$ cat src/rtl/rollcall_loader_pkg.sv
// Shared definitions for the rollcall loader: state encoding, frame geometry, timer sizing.
package rollcall_loader_pkg;

   typedef enum logic [1:0] {
      IDLE = 2'd0,
      FILL = 2'd1,
      HOLD = 2'd2
   } state_t;

   localparam int SEATS  = 4;
   localparam int SEAT_W = 2;

   // Smallest width that can hold the value t (at least 1 bit).
   function automatic int tmr_w(input int t);
      return (t < 2) ? 1 : $clog2(t + 1);
   endfunction

endpackage

$ cat src/rtl/rollcall_loader_seat_reg.sv
// 2-bit seat/pattern register: load enable, synchronous clear, async active-low reset.
module rollcall_loader_seat_reg
   import rollcall_loader_pkg::*;
(
   input  logic              clk,
   input  logic              rst_n,
   input  logic              clr,
   input  logic              ld,
   input  logic [SEAT_W-1:0] d,
   output logic [SEAT_W-1:0] q
);

   // Clear has priority so a new frame always starts from an all-zero seat set.
   always_ff @(posedge clk or negedge rst_n) begin
      if (!rst_n)   q <= '0;
      else if (clr) q <= '0;
      else if (ld)  q <= d;
   end

endmodule

$ cat src/rtl/rollcall_loader.sv
// Rollcall loader: assembles four serial seat codes into a held frame for the matcher.
module rollcall_loader
   import rollcall_loader_pkg::*;
#(
   parameter int ACK_TIMEOUT = 15
)(
   input  logic        clk,
   input  logic        rst_n,
   input  logic        start,
   input  logic [1:0]  pat_in,
   input  logic        mode_in,
   input  logic        in_valid,
   input  logic [1:0]  in_data,
   output logic        in_ready,
   output logic [1:0]  s0,
   output logic [1:0]  s1,
   output logic [1:0]  s2,
   output logic [1:0]  s3,
   output logic [1:0]  pat,
   output logic        mode,
   output logic        frame_valid,
   input  logic        frame_ack,
   output logic [2:0]  fill_cnt,
   output logic [3:0]  frame_cnt,
   output logic        timeout
);

   localparam int TW = tmr_w(ACK_TIMEOUT);

   state_t                         state;
   logic [TW-1:0]                  timer;
   logic [SEATS-1:0][SEAT_W-1:0]   seat;
   logic [SEATS-1:0]               seat_ld;
   logic                           frame_start;
   logic                           xfer;

   assign in_ready    = (state == FILL);
   assign frame_valid = (state == HOLD);
   assign frame_start = (state == IDLE) && start;
   assign xfer        = in_valid && in_ready;

   // One register per seat; the k-th accepted code lands in seat k.
   for (genvar k = 0; k < SEATS; k++) begin : g_seat
      assign seat_ld[k] = xfer && (fill_cnt == 3'(k));
      rollcall_loader_seat_reg u_seat (
         .clk   (clk),
         .rst_n (rst_n),
         .clr   (frame_start),
         .ld    (seat_ld[k]),
         .d     (in_data),
         .q     (seat[k])
      );
   end

   // Pattern shares the seat register; loaded rather than cleared on START.
   rollcall_loader_seat_reg u_pat (
      .clk   (clk),
      .rst_n (rst_n),
      .clr   (1'b0),
      .ld    (frame_start),
      .d     (pat_in),
      .q     (pat)
   );

   assign s0 = seat[0];
   assign s1 = seat[1];
   assign s2 = seat[2];
   assign s3 = seat[3];

   // Frame FSM: IDLE -> FILL (4 transfers) -> HOLD (until ACK or timeout) -> IDLE.
   always_ff @(posedge clk or negedge rst_n) begin
      if (!rst_n) begin
         state     <= IDLE;
         timer     <= '0;
         mode      <= 1'b0;
         fill_cnt  <= '0;
         frame_cnt <= '0;
         timeout   <= 1'b0;
      end else begin
         case (state)
            IDLE: begin
               if (start) begin
                  mode     <= mode_in;
                  fill_cnt <= '0;
                  timeout  <= 1'b0;
                  state    <= FILL;
               end
            end
            FILL: begin
               if (in_valid) begin
                  fill_cnt <= fill_cnt + 3'd1;
                  if (fill_cnt == 3'(SEATS - 1)) begin
                     state <= HOLD;
                     timer <= '0;
                  end
               end
            end
            HOLD: begin
               // ACK wins over a simultaneous expiry.
               if (frame_ack) begin
                  frame_cnt <= frame_cnt + 4'd1;
                  state     <= IDLE;
               end else if (ACK_TIMEOUT != 0 && timer == TW'(ACK_TIMEOUT - 1)) begin
                  timeout <= 1'b1;
                  state   <= IDLE;
               end else begin
                  timer <= timer + TW'(1);
               end
            end
            default: state <= IDLE;
         endcase
      end
   end

endmodule

$ cat config.mk
export PLATFORM = sky130hd
export DESIGN_NAME = rollcall_loader
export DESIGN_NICKNAME = d
export VERILOG_FILES = /design/src/rtl/rollcall_loader_pkg.sv /design/src/rtl/rollcall_loader_seat_reg.sv /design/src/rtl/rollcall_loader.sv
export SDC_FILE = /design/constraint.sdc
export NUM_CORES = 1
export LEC_CHECK = 0
export BUFFER_PORTS_ARGS = -buffer_cell sky130_fd_sc_hd__buf_2
export CAP_MARGIN = 20
export CELL_PAD_IN_SITES_DETAIL_PLACEMENT = 1
export CELL_PAD_IN_SITES_GLOBAL_PLACEMENT = 2
export CORE_ASPECT_RATIO = 1.2
export CORE_MARGIN = 5
export CORE_UTILIZATION = 29
export DETAILED_ROUTE_END_ITERATION = 6
export MAX_ROUTING_LAYER = met4
export PLACE_DENSITY = 0.86
export SKIP_LAST_GASP = 1
export SYNTH_ARGS = -nofsm -noshare
export SYNTH_HDL_FRONTEND = slang
export SYNTH_SLANG_ARGS = --single-unit
export TNS_END_PERCENT = 1
$ cat constraint.sdc
create_clock -name clk -period 1.3 [get_ports clk]
set_input_delay 0.195 -clock clk [delete_from_list [all_inputs] [get_ports clk]]
set_output_delay 0.195 -clock clk [all_outputs]
set_load 0.005 [all_outputs]
==> results of run 1 <==
synthesized netlist by cell type, drive strengths merged:
cell type / n / area (sq um)
and3b: 1 / 8.76
dfrtp: 25 / 626
or3b: 2 / 20.0
ha: 8 / 100
mux2: 1 / 11.3
nand2b: 1 / 6.26
a22o: 1 / 8.76
o2bb2ai: 1 / 8.76
buf: 3 / 15.0
and3: 2 / 12.5
or3: 1 / 6.26
o21ai: 10 / 53.8
nand3b: 1 / 7.51
a21oi: 7 / 35.0
a31oi: 1 / 6.26
nand3: 11 / 55.1
nand4bb: 1 / 11.3
inv: 9 / 33.8
nor2b: 2 / 20.0
and4bb: 1 / 12.5
nand4b: 1 / 8.76
nor3b: 2 / 20.0
mux2i: 3 / 30.0
nor2: 4 / 15.0
nand2: 13 / 48.8
xnor2: 3 / 26.3
o211ai: 2 / 20.0
nor4bb: 1 / 10.0
what timing repair did:
item                       in CTS  in global routing
resized for setup               0                  2
hold endpoints to repair       25                  0
gates cloned                    0                  0
pin swaps                       0                  2
hold buffers                    1                  0
setup endpoints to repair      15                 22
layer usage:
layer / wire length, um / track usage, % / vias to the layer above
li1: - / - / 501
met1: 1380 / 13.8 / 528
met2: 1500 / 21.3 / 25
met3: 121 / 1.96 / 5
met4: 66 / 5.75 / 0
met5: 0 / - / -
through the flow:
stage / instances / hold WS [ns] / setup slack [ns]
floorplan: 118 / -0.101 / -0.00270
global placement: 215 / 0.219 / 0.00666
detailed placement: 215 / 0.240 / -0.0499
CTS: 220 / 0.113 / -0.0714
global route: 220 / 0.118 / -0.178
finish: 220 / 0.117 / -0.0735
worst max-delay path, delay by kind of cell (launching register included):
family	cells	cell delay, ns
AND/OR/NAND/NOR	2	0.28
flip-flops	1	0.40
multiplexers	1	0.23
adder cells (fa/ha/maj)	2	0.35
flip-flops by register name, indices dropped and copies added (netlist names):
register,cells
timeout,1
u_pat.q,2
frame_cnt,4
state,2
g_seat.u_seat.q,8
mode,1
fill_cnt,3
timer,4
power by group through the flow:
stage	logic (uW)	registers, uW	clock network, uW
3_3_place_gp	1230	1200	0
5_1_grt	1460	1240	506
4_1_cts	1300	1210	485
6_report	1260	1200	470
2_1_floorplan	639	1240	0
3_5_place_dp	1290	1220	0
kinds of logic (layout without fill, tap and decap cells):
family / count (synthesis) / count (layout)
buf+inv: 12 / 58
mux: 4 / 4
fa+ha+maj: 8 / 8
compound gates: 22 / 22
simple gates: 44 / 44
xor+xnor: 3 / 3
flops: 25 / 25
layout by cell type, fill, tap and decap left out, drive strengths merged:
master,Yosys,layout
nand2b,1,1
nand3b,1,1
mux2i,3,3
nand4bb,1,1
a31oi,1,1
dlygate4sd3,0,1
a21oi,7,7
dfrtp,25,25
and4bb,1,1
xnor2,3,3
nor3b,2,2
nand3,11,11
nand4b,1,1
nand2,13,13
ha,8,8
o2bb2ai,1,1
nor2,4,4
and3,2,2
clkbuf,0,4
a22o,1,1
nor2b,2,2
inv,9,9
and3b,1,1
nor4bb,1,1
buf,3,44
or3,1,1
o21ai,10,10
o211ai,2,2
or3b,2,2
mux2,1,1
area by class of cell:
cell class	instances	area, sq um
Inverter	9	33.8
Multi-Input combinational cell	81	578
Timing Repair Buffer	45	265
Fill cell	486	2580
Sequential cell	25	626
Tap cell	56	70.1
Clock buffer	4	45.0
worst max path at each step:
| stage | slack, ns | from | cells past startpoint | end |
|---|---|---|---|---|
| floorplan | -0.003 | fill_cnt[1]$_DFFE_PN0P_ | 5 | g_seat[3].u_seat.q[0]$_DFFE_PN0P_ |
| global placement | 0.007 | fill_cnt[1]$_DFFE_PN0P_ | 5 | g_seat[3].u_seat.q[1]$_DFFE_PN0P_ |
| detailed placement | -0.05 | fill_cnt[0]$_DFFE_PN0P_ | 5 | timer[2]$_DFFE_PN0P_ |
| CTS | -0.07 | fill_cnt[0]$_DFFE_PN0P_ | 5 | timer[2]$_DFFE_PN0P_ |
| global route | -0.18 | fill_cnt[0]$_DFFE_PN0P_ | 5 | timer[0]$_DFFE_PN0P_ |
| finish | -0.07 | fill_cnt[0]$_DFFE_PN0P_ | 5 | g_seat[3].u_seat.q[1]$_DFFE_PN0P_ |
==> summary.txt, run 1 <==
Setup TNS: -0.533 ns
CTS tree: yes
Clock Latency Late Sink: 0.27 ns
Die height: 81.6 um
Total Nets Final: 183
CTS max path bufs: 2
Peak Freq: 728 MHz
Relative slew slack: 61.8%
Post-synthesis sequential area ratio: 50.6%
Num CTS Buffers: 3
Pre-antenna DRT Iters: 4
ANT cells: 0
Avg Inst Size Synth: 10.5 sq um
Dpl hpwl: 2400 um
Grt ovf: 0
Vias in the first global route: 1188
Critical Path AT: 1.54 ns
Worst Setup Start Kind: flop
Combinational power share: 43.0%
Layout cells sized above 1: 34.1%
Net load switching power: 1060 uW
Synth Instances: 118
Xor and xnor area share after synthesis: 2.12%
Ys Warns: 0
Die ar.: 5680 sq um
Initial antenna violation count: 0
Cell variety after synth: 33
Worst Skew: 0.00250 ns
Tot Pwr: 2940 uW
Worst EP required: 1.46 ns
Max-slew violations: 0
R2r endpoint: g_seat[3].u_seat.q[1]$_DFFE_PN0P_
Syn Nets: 136
Core Box Area: 4200 sq um
Rows: 26
Total GRT Usage: 12.2%
Reg-to-reg slack, setup: -0.07 ns
WL/cell: 13.9 um
P_int: 1880 uW
Hold path startpoint: pat_in[0]
RD Place Congestion: 0.737
Post-CTS setup buffers: 0
R2R cell count: 5
Seq pwr share: 41.0%
Clock power frac: 16.0%
Vias per cell: 4.81
Combinational family with the most area after synthesis: simple AND/OR/NAND/NOR gates
DRC viols: 0
Min Clock Period, post-route: 1.37 ns
Final setup margin: -0.0735 ns
Starting DRT DRC Count: 40
CP Class: reg2reg
CTS Sinks: 25
Sw Ratio: 36.0%
# H-tree levels: 1
Routed Antenna Nets: 0
Root buf cell: clkbuf_8
# setup viols final: 14
First-pass GRT wire length: 5380 um
Worst r2r src: fill_cnt[0]$_DFFE_PN0P_
Pleak: 0.000830 uW
Hold depth: 3
# port buffers: 30
Die Wd: 69.6 um
Clock transition at path regs: 0.09 ns
Post-DP Area: 1560 sq um
Num ports: 31
Compound-Gate Fraction of Synth Area: 10.7%
Final wirelength: 3070 um
Synthesized area: 1240 sq um
Largest net degree at the start of global routing: 26
Crit-path cells: ha_2 -> ha_4 -> nand4b_1 -> mux2i_1 -> nor2_1
Peak supply drop: 0.502 mV
Failing checks: setup timing
MaxCap Viol Count: 0
PwrDens: 1820 nW/um^2
Adder-cell share of the synthesized area: 8.09%
Area growth, synth to finish: 30.7%
Tightest Hold Check Type: in2reg
Initial Util: 29.5%
Final Cycle Share: 106%
Via count: 1059
Crit path max fanout: 4
Flops & latches, synth: 25
Cell area after layout: 1620 sq um
Post-synthesis mux area share: 3.34%
Worst Tran Pin Value: 0.573 ns
Outcome: complete, but fails checks
Final Util: 38.6%
RSZ-0062 raised after global routing: yes
CP endpoint kind: flop
Max incr delay on CP: 0.40 ns
Synth Area in Simple Gates: 21.2%
Fin. Hold Viols: 0
CP max stage cell: dfrtp_1
End of the worst hold path: u_pat.q[0]$_DFFE_PN0P_
Note: power is estimated with default switching activity, not from simulation.
==> run 2, diff against run 1 <==
--- a/config.mk
+++ b/config.mk
@@ -7,14 +7,14 @@
 export LEC_CHECK = 0
 export BUFFER_PORTS_ARGS = -buffer_cell sky130_fd_sc_hd__buf_2
 export CAP_MARGIN = 20
-export CELL_PAD_IN_SITES_DETAIL_PLACEMENT = 1
-export CELL_PAD_IN_SITES_GLOBAL_PLACEMENT = 2
 export CORE_ASPECT_RATIO = 1.2
 export CORE_MARGIN = 5
-export CORE_UTILIZATION = 29
+export CORE_UTILIZATION = 35
+export CTS_CLUSTER_DIAMETER = 200
 export DETAILED_ROUTE_END_ITERATION = 6
 export MAX_ROUTING_LAYER = met4
-export PLACE_DENSITY = 0.86
+export PLACE_DENSITY = 0.71
+export SKIP_CTS_REPAIR_TIMING = 1
 export SKIP_LAST_GASP = 1
 export SYNTH_ARGS = -nofsm -noshare
 export SYNTH_HDL_FRONTEND = slang
==> summary.txt, run 2 (synthesis gave the netlist of run 1 again) <==
Rows: 23
Sw Ratio: 35.9%
Tightest Hold Check Type: in2reg
PwrDens: 1840 nW/um^2
Grt ovf: 0
Cell area after layout: 1580 sq um
Vias per cell: 4.92
Die ar.: 4830 sq um
Num ports: 31
Combinational power share: 42.4%
Failing checks: setup timing
CP endpoint kind: flop
Final wirelength: 2760 um
Worst Tran Pin Value: 0.547 ns
Routed Antenna Nets: 0
Final Util: 46.9%
MaxCap Viol Count: 0
Starting DRT DRC Count: 16
Via count: 980
Crit path max fanout: 4
CP Class: reg2reg
Worst Setup EP: timer[0]$_DFFE_PN0P_
DP Worst Slack: -0.105 ns
Dpl hpwl: 2170 um
Pleak: 0.000819 uW
Total Nets Final: 181
Seq pwr share: 41.7%
Largest registers: g_seat.u_seat.q (8), frame_cnt (4), timer (4)
Critical Path AT: 1.49 ns
RSZ-0062 raised after global routing: yes
Max-slew violations: 0
Crit path from: fill_cnt[1]$_DFFE_PN0P_
Initial antenna violation count: 0
Reg-to-reg slack, setup: -0.05 ns
Multi-input logic area: 578 sq um
Core Box Area: 3370 sq um
# H-tree levels: 1
Die Wd: 64.3 um
Commonest non-fill, non-tap cell in the layout: buf_2
Worst EP required: 1.44 ns
Worst r2r src: fill_cnt[1]$_DFFE_PN0P_
Outcome: complete, but fails checks
Post-DP Area: 1520 sq um
Net load switching power: 1040 uW
Num CTS Buffers: 3
P_int: 1860 uW
R2R cell count: 5
Die height: 75.1 um
Final Cycle Share: 104%
Total GRT Usage: 12.3%
First-pass GRT wire length: 4620 um
Tot Pwr: 2910 uW
Clock transition at path regs: 0.09 ns
Fin. Hold Viols: 0
Peak Freq: 743 MHz
Relative slew slack: 63.5%
CTS max path bufs: 2
Area growth, synth to finish: 27.6%
Setup TNS: -0.264 ns
Pre-antenna DRT Iters: 4
Fill cell count: 329
Vias in the first global route: 1054
RD Place Congestion: 0.804
CTS Sinks: 25
Commonest cells after routing, fill and taps aside: 30 x buf_2, 25 x dfrtp_1, 13 x nand2_1
Largest reg by FF count: g_seat.u_seat.q
Number of flip-flops in the largest register: 8
R2r endpoint: timer[0]$_DFFE_PN0P_
Layout cells sized above 1: 33.3%
Initial Util: 36.8%
Root buf cell: clkbuf_8
Final setup margin: -0.0462 ns
CTS tree: yes
WL/cell: 13.8 um
Worst Setup Start Kind: flop
Clock Latency Late Sink: 0.27 ns
Clock power frac: 15.9%
Peak supply drop: 1.08 mV
# setup viols final: 10
DRC viols: 0
Largest net degree at the start of global routing: 26
Worst Skew: 0.00178 ns
FF+latch area: 626 sq um
Min Clock Period, post-route: 1.35 ns
# port buffers: 30
ANT cells: 0
[run 2: final cells by class]
cell class | instances | share of cell area (%)
multi-input cells | 81 | 36.6
inverters | 9 | 2.14
clock buffers | 4 | 2.85
flip-flops and latches | 25 | 39.6
well taps | 37 | 2.93
repair buffers | 43 | 15.8
[run 2: worst min path at each step]
stage / cells past startpoint / slack [ns] / from / to
2_1_floorplan: 0 / -0.10 / rst_n / fill_cnt[0]$_DFFE_PN0P_
3_3_place_gp: 1 / 0.20 / rst_n / mode$_DFFE_PN0P_
3_5_place_dp: 1 / 0.22 / rst_n / mode$_DFFE_PN0P_
4_1_cts: 1 / -0.08 / rst_n / u_pat.q[1]$_DFFE_PN0P_
5_1_grt: 3 / 0.13 / mode_in / mode$_DFFE_PN0P_
6_report: 3 / 0.11 / mode_in / mode$_DFFE_PN0P_
[run 2: power by group through the flow]
stage / clock (uW) / combinational, uW / sequential [uW]
3_5_place_dp: 0 / 1240 / 1230
2_1_floorplan: 0 / 639 / 1240
3_3_place_gp: 0 / 1190 / 1210
4_1_cts: 479 / 1250 / 1220
5_1_grt: 504 / 1390 / 1250
6_report: 463 / 1230 / 1210
[run 2: per-layer routing]
layer | global-route usage (%) | vias up | wire length [um]
li1 | - | 499 | -
met3 | 1.94 | 2 | 97
met4 | 4.52 | 0 | 13
met2 | 21.0 | 20 | 1430
met5 | - | - | 0
met1 | 14.7 | 459 | 1210
[run 2: critical path, cell delays in order (launching register included)]
cell	delay [ns]
dfrtp_1	0.37
ha_2	0.19
ha_4	0.13
nand4b_1	0.23
o21ai_2	0.19
mux2i_1	0.12
[run 2: through the flow]
stage          std cells  hold slack [ns]
3_3_place_gp         194            0.204
4_1_cts              198          -0.0753
3_5_place_dp         194            0.220
5_1_grt              199            0.128
6_report             199            0.114
2_1_floorplan        118           -0.101
==> run 3, diff against run 2 <==
--- a/config.mk
+++ b/config.mk
@@ -5,15 +5,16 @@
 export SDC_FILE = /design/constraint.sdc
 export NUM_CORES = 1
 export LEC_CHECK = 0
+export ABC_AREA = 1
 export BUFFER_PORTS_ARGS = -buffer_cell sky130_fd_sc_hd__buf_2
 export CAP_MARGIN = 20
 export CORE_ASPECT_RATIO = 1.2
 export CORE_MARGIN = 5
-export CORE_UTILIZATION = 35
+export CORE_UTILIZATION = 56
 export CTS_CLUSTER_DIAMETER = 200
 export DETAILED_ROUTE_END_ITERATION = 6
 export MAX_ROUTING_LAYER = met4
-export PLACE_DENSITY = 0.71
+export PLACE_DENSITY = 0.95
 export SKIP_CTS_REPAIR_TIMING = 1
 export SKIP_LAST_GASP = 1
 export SYNTH_ARGS = -nofsm -noshare
==> constraint.sdc (replaced) <==
create_clock -name clk -period 1.7 [get_ports clk]
set_input_delay 0.255 -clock clk [delete_from_list [all_inputs] [get_ports clk]]
set_output_delay 0.255 -clock clk [all_outputs]
set_load 0.005 [all_outputs]
==> summary.txt, run 3 <==
Outcome: complete, no violations
Worst EP required: 1.44 ns
WL/cell: 12.6 um
Synth area leader: dfrtp_1
Pre-antenna DRT Iters: 4
Crit path max fanout: 6
Largest reg by FF count: g_seat.u_seat.q
Largest net degree at the start of global routing: 26
Num ports: 31
PwrDens: 1280 nW/um^2
Initial antenna violation count: 0
Hold depth: 3
Post-synthesis sequential area ratio: 49.5%
Core Box Area: 2120 sq um
Reg-to-reg slack, setup: 0.32 ns
Worst r2r src: state[1]$_DFFE_PN0P_
Pleak: 0.000851 uW
Max incr delay on CP: 0.47 ns
CP endpoint kind: output port
Ys Warns: 0
CP Class: reg2out
Clock Latency Late Sink: 0.32 ns
Top cells by area, synth: dfrtp_1 50%, nand2_1 14%, nand3_1 8.3%, ha_1 7.9%, nor2_1 3.0%
Wl on met1: 1100 um
Ys flop type: dfrtp_1
Total Nets Final: 197
Final wirelength: 2620 um
Number of flip-flops in the largest register: 8
CP max stage cell: dfrtp_1
Fin. Hold Viols: 0
Relative slew slack: 64.2%
Crit-path cells: inv_2 -> nor2_4 -> buf_2
Grt ovf: 0
DR WL met3: 107 um
Commonest cells after routing, fill and taps aside: 47 x nand2_1, 30 x buf_2, 25 x dfrtp_1
Top routing layer used: met4
ANT cells: 0
Post-synth top cells: 47 x nand2_1, 25 x dfrtp_1, 21 x nand3_1
Vias per cell: 5.05
Worst Skew: 0.0144 ns
Total GRT Usage: 19.3%
FF+latch area: 626 sq um
RD Place Congestion: 0.866
Flops & latches, synth: 25
Peak Freq: 693 MHz
CTS Sinks: 25
Setup TNS: 0 ns
Die ar.: 3310 sq um
Synth Instances: 144
Hold path startpoint: mode_in
Rows: 18
Worst Setup Start Kind: flop
Avg Inst Size Synth: 8.78 sq um
Max-slew violations: 0
R2r endpoint: g_seat[3].u_seat.q[0]$_DFFE_PN0P_
Async SR Flop Fraction: 100%
Tot Pwr: 1910 uW
R2R cell count: 6
Via count: 1050
Initial Util: 59.7%
Tightest Hold Check Type: in2reg
Area growth, synth to finish: 17.6%
Vias in the first global route: 1092
Clock transition at path regs: 0.14 ns
Final Cycle Share: 84.9%
CTS tree: yes
# port buffers: 30
MaxCap Viol Count: 0
Most frequent cell after synthesis: nand2_1
# setup viols final: 0
Number of flops mapped to enable cells by yosys: 0
Commonest non-fill, non-tap cell in the layout: nand2_1
Syn Nets: 162
Worst Tran Pin Value: 0.537 ns
Synthesized area: 1260 sq um
# H-tree levels: 1
Root buf cell: clkbuf_4
Largest registers: g_seat.u_seat.q (8), frame_cnt (4), timer (4)
Num CTS Buffers: 3
First-pass GRT wire length: 4510 um
Min Clock Period, post-route: 1.44 ns
Dpl hpwl: 2140 um
Critical Path AT: 1.19 ns
Die Wd: 53.4 um
Routed Antenna Nets: 0
Die height: 62.0 um
RSZ-0062 raised after global routing: no
End of the worst hold path: mode$_DFFE_PN0P_
Wire length on met2: 1340 um
DRC viols: 0
Top cell type's share of synthesized area: 49.5%
Cell variety after synth: 20
Starting DRT DRC Count: 13
CTS max path bufs: 2
Fill cell count: 196
Multi-input logic area: 592 sq um
Layout cells sized above 1: 27.5%
Peak supply drop: 0.892 mV
==> run 3: cell count changes in the layout (fill, tap and decap cells not counted), moves of 6 or more <==
cell | before | now
a21oi_1 | 7 | 1
buf_4 | 12 | 0
nand2_1 | 13 | 47
nand3_1 | 11 | 21
nor2_1 | 4 | 10
o21ai_0 | 8 | 2
==> run 3: cell type report <==
cell class | instances | share of cell area, %
Clock inverter | 1 | 0.505
Timing Repair Buffer | 31 | 10.8
Multi-Input combinational cell | 107 | 39.8
Sequential cell | 25 | 42.1
Inverter | 11 | 2.78
Tap cell | 30 | 2.53
Clock buffer | 3 | 1.52
==> run 3: how the worst max path moves through the flow <==
stage,startpoint,endpoint,slack [ns]
CTS,state[1]$_DFFE_PN0P_,frame_valid,0.25
global placement,state[1]$_DFFE_PN0P_,g_seat[3].u_seat.q[0]$_DFFE_PN0P_,0.42
detailed placement,state[1]$_DFFE_PN0P_,g_seat[3].u_seat.q[1]$_DFFE_PN0P_,0.33
floorplan,fill_cnt[0]$_DFFE_PN0P_,g_seat[3].u_seat.q[0]$_DFFE_PN0P_,0.50
finish,state[1]$_DFFE_PN0P_,frame_valid,0.26
global route,state[1]$_DFFE_PN0P_,frame_valid,0.18
==> run 3: logic make-up after synthesis <==
family          count (synthesis)  synth area share (%)
fa+ha+maj                       8                  7.92
xor+xnor                        4                  2.77
buf+inv                        12                  3.66
compound gates                  5                  2.28
flops                          25                  49.5
simple gates                   90                  33.9
==> run 3: power breakdown <==
part | internal (uW) | leakage [uW] | switching [uW]
combinational | 311 | 0.000510 | 432
sequential | 774 | 0.000327 | 125
clock | 89.8 | 0.0000139 | 177
total | 1170 | 0.000851 | 734
==> run 3: layer usage <==
layer / vias to the layer above / track usage, %
met3: 10 / 3.10
met1: 488 / 20.6
met2: 29 / 34.0
met5: - / -
li1: 523 / -
met4: 0 / 10.2
==> run 3: metrics by stage <==
step / util, % / hold slack (ns) / worst slack, ns / area (sq um) / cells
finish: 70.2 / 0.113 / 0.257 / 1490 / 208
global route: 70.2 / 0.110 / 0.183 / 1490 / 208
CTS: 69.7 / -0.0947 / 0.250 / 1480 / 207
detailed placement: 68.3 / 0.271 / 0.332 / 1450 / 203
global placement: 68.3 / 0.263 / 0.420 / 1450 / 203
floorplan: - / -0.0406 / 0.502 / 1260 / 144
==> run 3: critical path, delay by kind of cell (launching register included) <==
kind | cells | cell delay [ns]
buffers and inverters | 2 | 0.24
flip-flops | 1 | 0.47
AND/OR/NAND/NOR | 1 | 0.17
